--- src/rtl/fetch_seq.sv ---
// Instruction sequencer: PC, conditional abs/rel branches, call/return stack, halt, saturating counters.
// Every decision is registered and visible after the deciding edge; stall holds PC and stack while cycle_ct still runs.
module fetch_seq #(
   parameter int              PW         = 10,
   parameter int              OFS_W      = 6,
   parameter int              DEPTH      = 4,
   parameter int              CW         = 16,
   parameter logic [PW-1:0]   START_ADDR = '0
) (
   input  logic             CLK,
   input  logic             reset,
   input  logic             start,
   input  logic             stall,
   input  logic             branch_en,
   input  logic             branch_cond,
   input  logic             branch_rel,
   input  logic             flag_in,
   input  logic [PW-1:0]    target,
   input  logic [OFS_W-1:0] offset,
   input  logic             call_en,
   input  logic             ret_en,
   input  logic             halt_req,
   output logic [PW-1:0]    PC,
   output logic             halt,
   output logic [CW-1:0]    cycle_ct,
   output logic [CW-1:0]    inst_ct,
   output logic             stack_ovf,
   output logic             stack_unf
);

   localparam int SPW = $clog2(DEPTH + 1);
   localparam int AW  = (DEPTH > 1) ? $clog2(DEPTH) : 1;

   logic [PW-1:0]  stk [DEPTH];
   logic [SPW-1:0] sp;
   logic [PW-1:0]  pc_inc;
   logic [PW-1:0]  ofs_ext;
   logic [PW-1:0]  br_pc;
   logic [AW-1:0]  push_idx;
   logic [AW-1:0]  top_idx;
   logic           taken;
   logic           stk_full;
   logic           stk_empty;
   logic           active;
   logic           push;

   always_comb begin
      pc_inc    = PC + PW'(1);
      ofs_ext   = {{(PW-OFS_W){offset[OFS_W-1]}}, offset};
      taken     = !branch_cond || flag_in;
      br_pc     = !taken ? pc_inc : (branch_rel ? PC + ofs_ext : target);
      stk_full  = (sp == SPW'(DEPTH));
      stk_empty = (sp == '0);
      push_idx  = AW'(sp);
      top_idx   = AW'(sp - SPW'(1));
      active    = !start && !halt && !stall;
      push      = active && !halt_req && !ret_en && call_en && !stk_full;
   end

   // Entries need no reset: the depth counter alone defines which are valid.
   always_ff @(posedge CLK) begin
      if (push)
         stk[push_idx] <= pc_inc;
   end

   always_ff @(posedge CLK or negedge reset) begin
      if (!reset) begin
         PC        <= START_ADDR;
         halt      <= 1'b0;
         cycle_ct  <= '0;
         inst_ct   <= '0;
         sp        <= '0;
         stack_ovf <= 1'b0;
         stack_unf <= 1'b0;
      end else if (start) begin
         PC        <= START_ADDR;
         halt      <= 1'b0;
         cycle_ct  <= '0;
         inst_ct   <= '0;
         sp        <= '0;
         stack_ovf <= 1'b0;
         stack_unf <= 1'b0;
      end else if (!halt) begin
         if (cycle_ct != '1)
            cycle_ct <= cycle_ct + CW'(1);
         if (!stall) begin
            // The halting instruction itself retires, including stack errors.
            if (inst_ct != '1)
               inst_ct <= inst_ct + CW'(1);
            if (halt_req) begin
               halt <= 1'b1;
            end else if (ret_en) begin
               if (stk_empty) begin
                  stack_unf <= 1'b1;
                  halt      <= 1'b1;
               end else begin
                  PC <= stk[top_idx];
                  sp <= sp - SPW'(1);
               end
            end else if (call_en) begin
               if (stk_full) begin
                  stack_ovf <= 1'b1;
                  halt      <= 1'b1;
               end else begin
                  PC <= target;
                  sp <= sp + SPW'(1);
               end
            end else if (branch_en) begin
               PC <= br_pc;
            end else begin
               PC <= pc_inc;
            end
         end
      end
   end

endmodule

--- config.mk ---
export PLATFORM = sky130hd
export DESIGN_NAME = fetch_seq
export DESIGN_NICKNAME = d
export VERILOG_FILES = /design/src/rtl/fetch_seq.sv
export SDC_FILE = /design/constraint.sdc
export NUM_CORES = 1
export LEC_CHECK = 0
export CORE_UTILIZATION = 41
export CTS_BUF_LIST = sky130_fd_sc_hd__clkbuf_8
export CTS_CLUSTER_DIAMETER = 50
export DETAILED_ROUTE_END_ITERATION = 8
export MAX_ROUTING_LAYER = met4
export PLACE_DENSITY = 0.61
export SYNTH_ARGS = -nofsm -noshare
export SYNTH_HDL_FRONTEND = slang
export SYNTH_SLANG_ARGS = --single-unit
--- constraint.sdc ---
create_clock -name CLK -period 3.1 [get_ports CLK]
set_input_delay 0.31 -clock CLK [delete_from_list [all_inputs] [get_ports CLK]]
set_output_delay 0.31 -clock CLK [all_outputs]
set_load 0.005 [all_outputs]
==> impl_metrics.ini <==
[timing]
setup_viol = 0
hold_violations = 0
skew_ns = 0.0134
max_slew_margin = 0.243
fmax_mhz = 422
rsz0062_at_grt = no
final.setup.tns_ns = 0
slew_violations = 0
worstMarginPinSlew_ns = 1.14
post-route-period-util = 0.765
fin_crit_ns = 2.37

[route]
route.detailed.drc = 0
totalWireLength_um = 13000
antenna_left = 0
drtIter0Drc = 305
vias = 4229
viasPerCell = 5.79
drt-wirelength-per-cell_um = 17.8
drt-pass1-iter-count = 5

[setup_path]
cp.required_ns = 3.35
cp-end-kind = register
slowest_delay_ns = 0.50
critPathSlowestCell = dfrtp_1
cp-start-kind = register
timing.critical_path.arrival_ns = 2.62
cp_cell_sequence = ha_1 > inv_1 > fa_1 > nor2b_1 > o221a_2 > o221ai_1 > a2111oi_2 > a21oi_1
critical_path.max_fanout = 7
critPathKind = reg2reg

[grt]
grt-busiest-layer = met2
grt_pass1_wl_um = 21300
antenna_found_initial = 0
grt_pass1_vias = 4143
grt_use_total = 0.219
use_met2 = 0.360
grt_max_degree = 49
use_met1 = 0.282
grt.met3_usage = 0.0367
grt_overflow = 0

[layout]
n_antenna_cell = 0
fin_nets = 604
drive_gt1_frac = 0.0888
area_growth_pct = 21.2

[die]
core_area_um2 = 12100
io_pins = 72
initial_utilization = 0.423
std_cell_rows = 40
die_w_um = 114
die_y_um = 114
die_area_um2 = 12900

[clock_tree]
clock_latency_ns = 0.37
cts.sinks = 88
ctsResizeCount = 0
cts_buffer_depth = 2
cts_setup_buffers = 0
cts_hold_buf = 0
h-tree-depth = 3
clkTransAtPathRegs_ns = 0.10
numCtsBuffers = 9
cts-root-buf = clkbuf_8
cts_tree = done

[placement]
place.gp.congestion = 0.908
hpwl_um = 9410
io_buffers = 71

[min_path]
hp-class = in2async

[power_and_ir_drop]
power.density_nw_per_um2 = 454
ir_drop_mv = 0.281
leakagePower_nw = 2.31
p_total_mw = 2.82

[synth]
synth_cell_types = 65
syn_inst = 485
synth-seq-area-share = 0.469
syn-cell-area_um2 = 5120
synth_warnings = 0
async_flop_share = 0.545
synth-main-ff-cell = dfrtp_1
syn_area_per_cell_um2 = 10.6
ys_ff_latch = 88
synth_nets = 531
synth_edf_count = 40

[outcome]
status = finished, final reports clean

[flow_run]
max-cap-violations = 0
## area by class of cell
type / instances / area, um2
well taps: 168 / 210
multi-input cells: 363 / 2590
inverters: 16 / 60.1
flip-flops and latches: 88 / 2400
clock inverters: 6 / 43.8
clock buffers: 10 / 138
fillers: 1132 / 5900
repair buffers: 80 / 768
## cell usage after synthesis, drive strengths merged, types with 3 or more instances
library cell  count  area [um2]
nor2             49         184
dfrtp            48        1200
edfxtp           40        1200
nand2            27         101
o21ai            23         115
xnor2            20         175
a21oi            19        95.1
nand3            19        95.1
ha               18         225
inv              16        60.1
nor3             14        70.1
xor2             14         123
clkbuf           13        50.0
nand4            13        87.6
mux4             10         229
nor3b             9        67.6
o2111ai           9        78.8
o211ai            9        67.6
a31oi             8        50.1
a211oi            7        52.6
and2              7        43.8
and3              6        37.5
nand2b            6        37.5
and4              5        43.8
buf               5        22.5
nor2b             5        31.3
o22ai             5        31.3
or3               5        31.3
o21a              4        30.0
o31ai             4        30.0
a22oi             3        22.5
a2bb2oi           3        26.3
nor4              3        25.0
o221ai            3        26.3
or2               3        18.8
## state kept, by name, summed over array words and instances, names as in the netlist
signal     flops
sp             3
cycle_ct      16
stk           40
PC            10
stack_ovf      1
inst_ct       16
halt           1
stack_unf      1
## power by group
group | switching, mW | internal, mW | total (mW)
logic | 0.374 | 0.324 | 0.698
registers | 0.0800 | 1.29 | 1.37
clock network | 0.435 | 0.316 | 0.752
## layer usage
layer	routed length [um]	share of wire
met1	5970	0.46
met2	6270	0.48
met3	634	0.049
met4	142	0.011
met5	0	0
## layout by cell type (no fill, tap or decap), drive strengths merged, types with 3 or more instances in the layout
master,count
clkdlybuf4s50,69
nor2,49
dfrtp,48
edfxtp,40
nand2,27
o21ai,23
xnor2,20
nand3,19
a21oi,19
ha,18
inv,17
xor2,14
nor3,14
nand4,13
buf,11
clkbuf,10
mux4,10
nor3b,9
o211ai,9
o2111ai,9
a31oi,8
and2,7
a211oi,7
and3,6
nand2b,6
and4,5
or3,5
nor2b,5
o22ai,5
o21a,4
o31ai,4
clkinv,4
or2,3
a2bb2oi,3
o221ai,3
a22oi,3
nor4,3
## worst max-delay path: cells and delay by family (launching register included)
kind / cells / cell delay (ns)
adders and majority gates: 2 / 0.64
DFF: 1 / 0.50
buffers and inverters: 1 / 0.06
and+or+nand+nor: 1 / 0.22
AOI/OAI and AO/OA: 4 / 0.83
## final timing paths
check / cells after the start / start / slack (ns) / to
min in group CLK: 2 / start / 0.37 / inst_ct[6]
max in group asynchronous: 1 / reset / 2.25 / cycle_ct[1]
worst max register to register: 8 / PC[0] / 0.73 / PC[8]
worst min register to register: 2 / stack_unf / 0.55 / stack_unf
worst min-delay path: 1 / reset / 0.16 / inst_ct[10]
worst max-delay path: 8 / PC[0] / 0.73 / PC[8]
## kinds of logic (layout without fill, tap and decap cells)
kind of cell / count (synthesis) / in the layout / share of synthesized area
DFF: 88 / 88 / 0.469
and+or+nand+nor: 179 / 179 / 0.184
AOI/OAI and AO/OA: 118 / 118 / 0.164
adders and majority gates: 19 / 19 / 0.0479
muxes: 13 / 13 / 0.0508
xor gates and xnor gates: 34 / 34 / 0.0581
buffers and inverters: 34 / 112 / 0.0259
## through the flow
stage          hold WS (ns)  setup slack (ns)  instances  area, um2  utilization
2_1_floorplan        0.0144             0.739        485       5120            -
3_3_place_gp          0.518             0.531        715       6030        0.498
3_5_place_dp          0.524             0.497        715       6030        0.498
4_1_cts               0.195             0.730        731       6210        0.513
5_1_grt               0.243             0.488        731       6210        0.513
6_report              0.157             0.730        731       6210        0.513
Note: power is estimated with default switching activity, not from simulation.
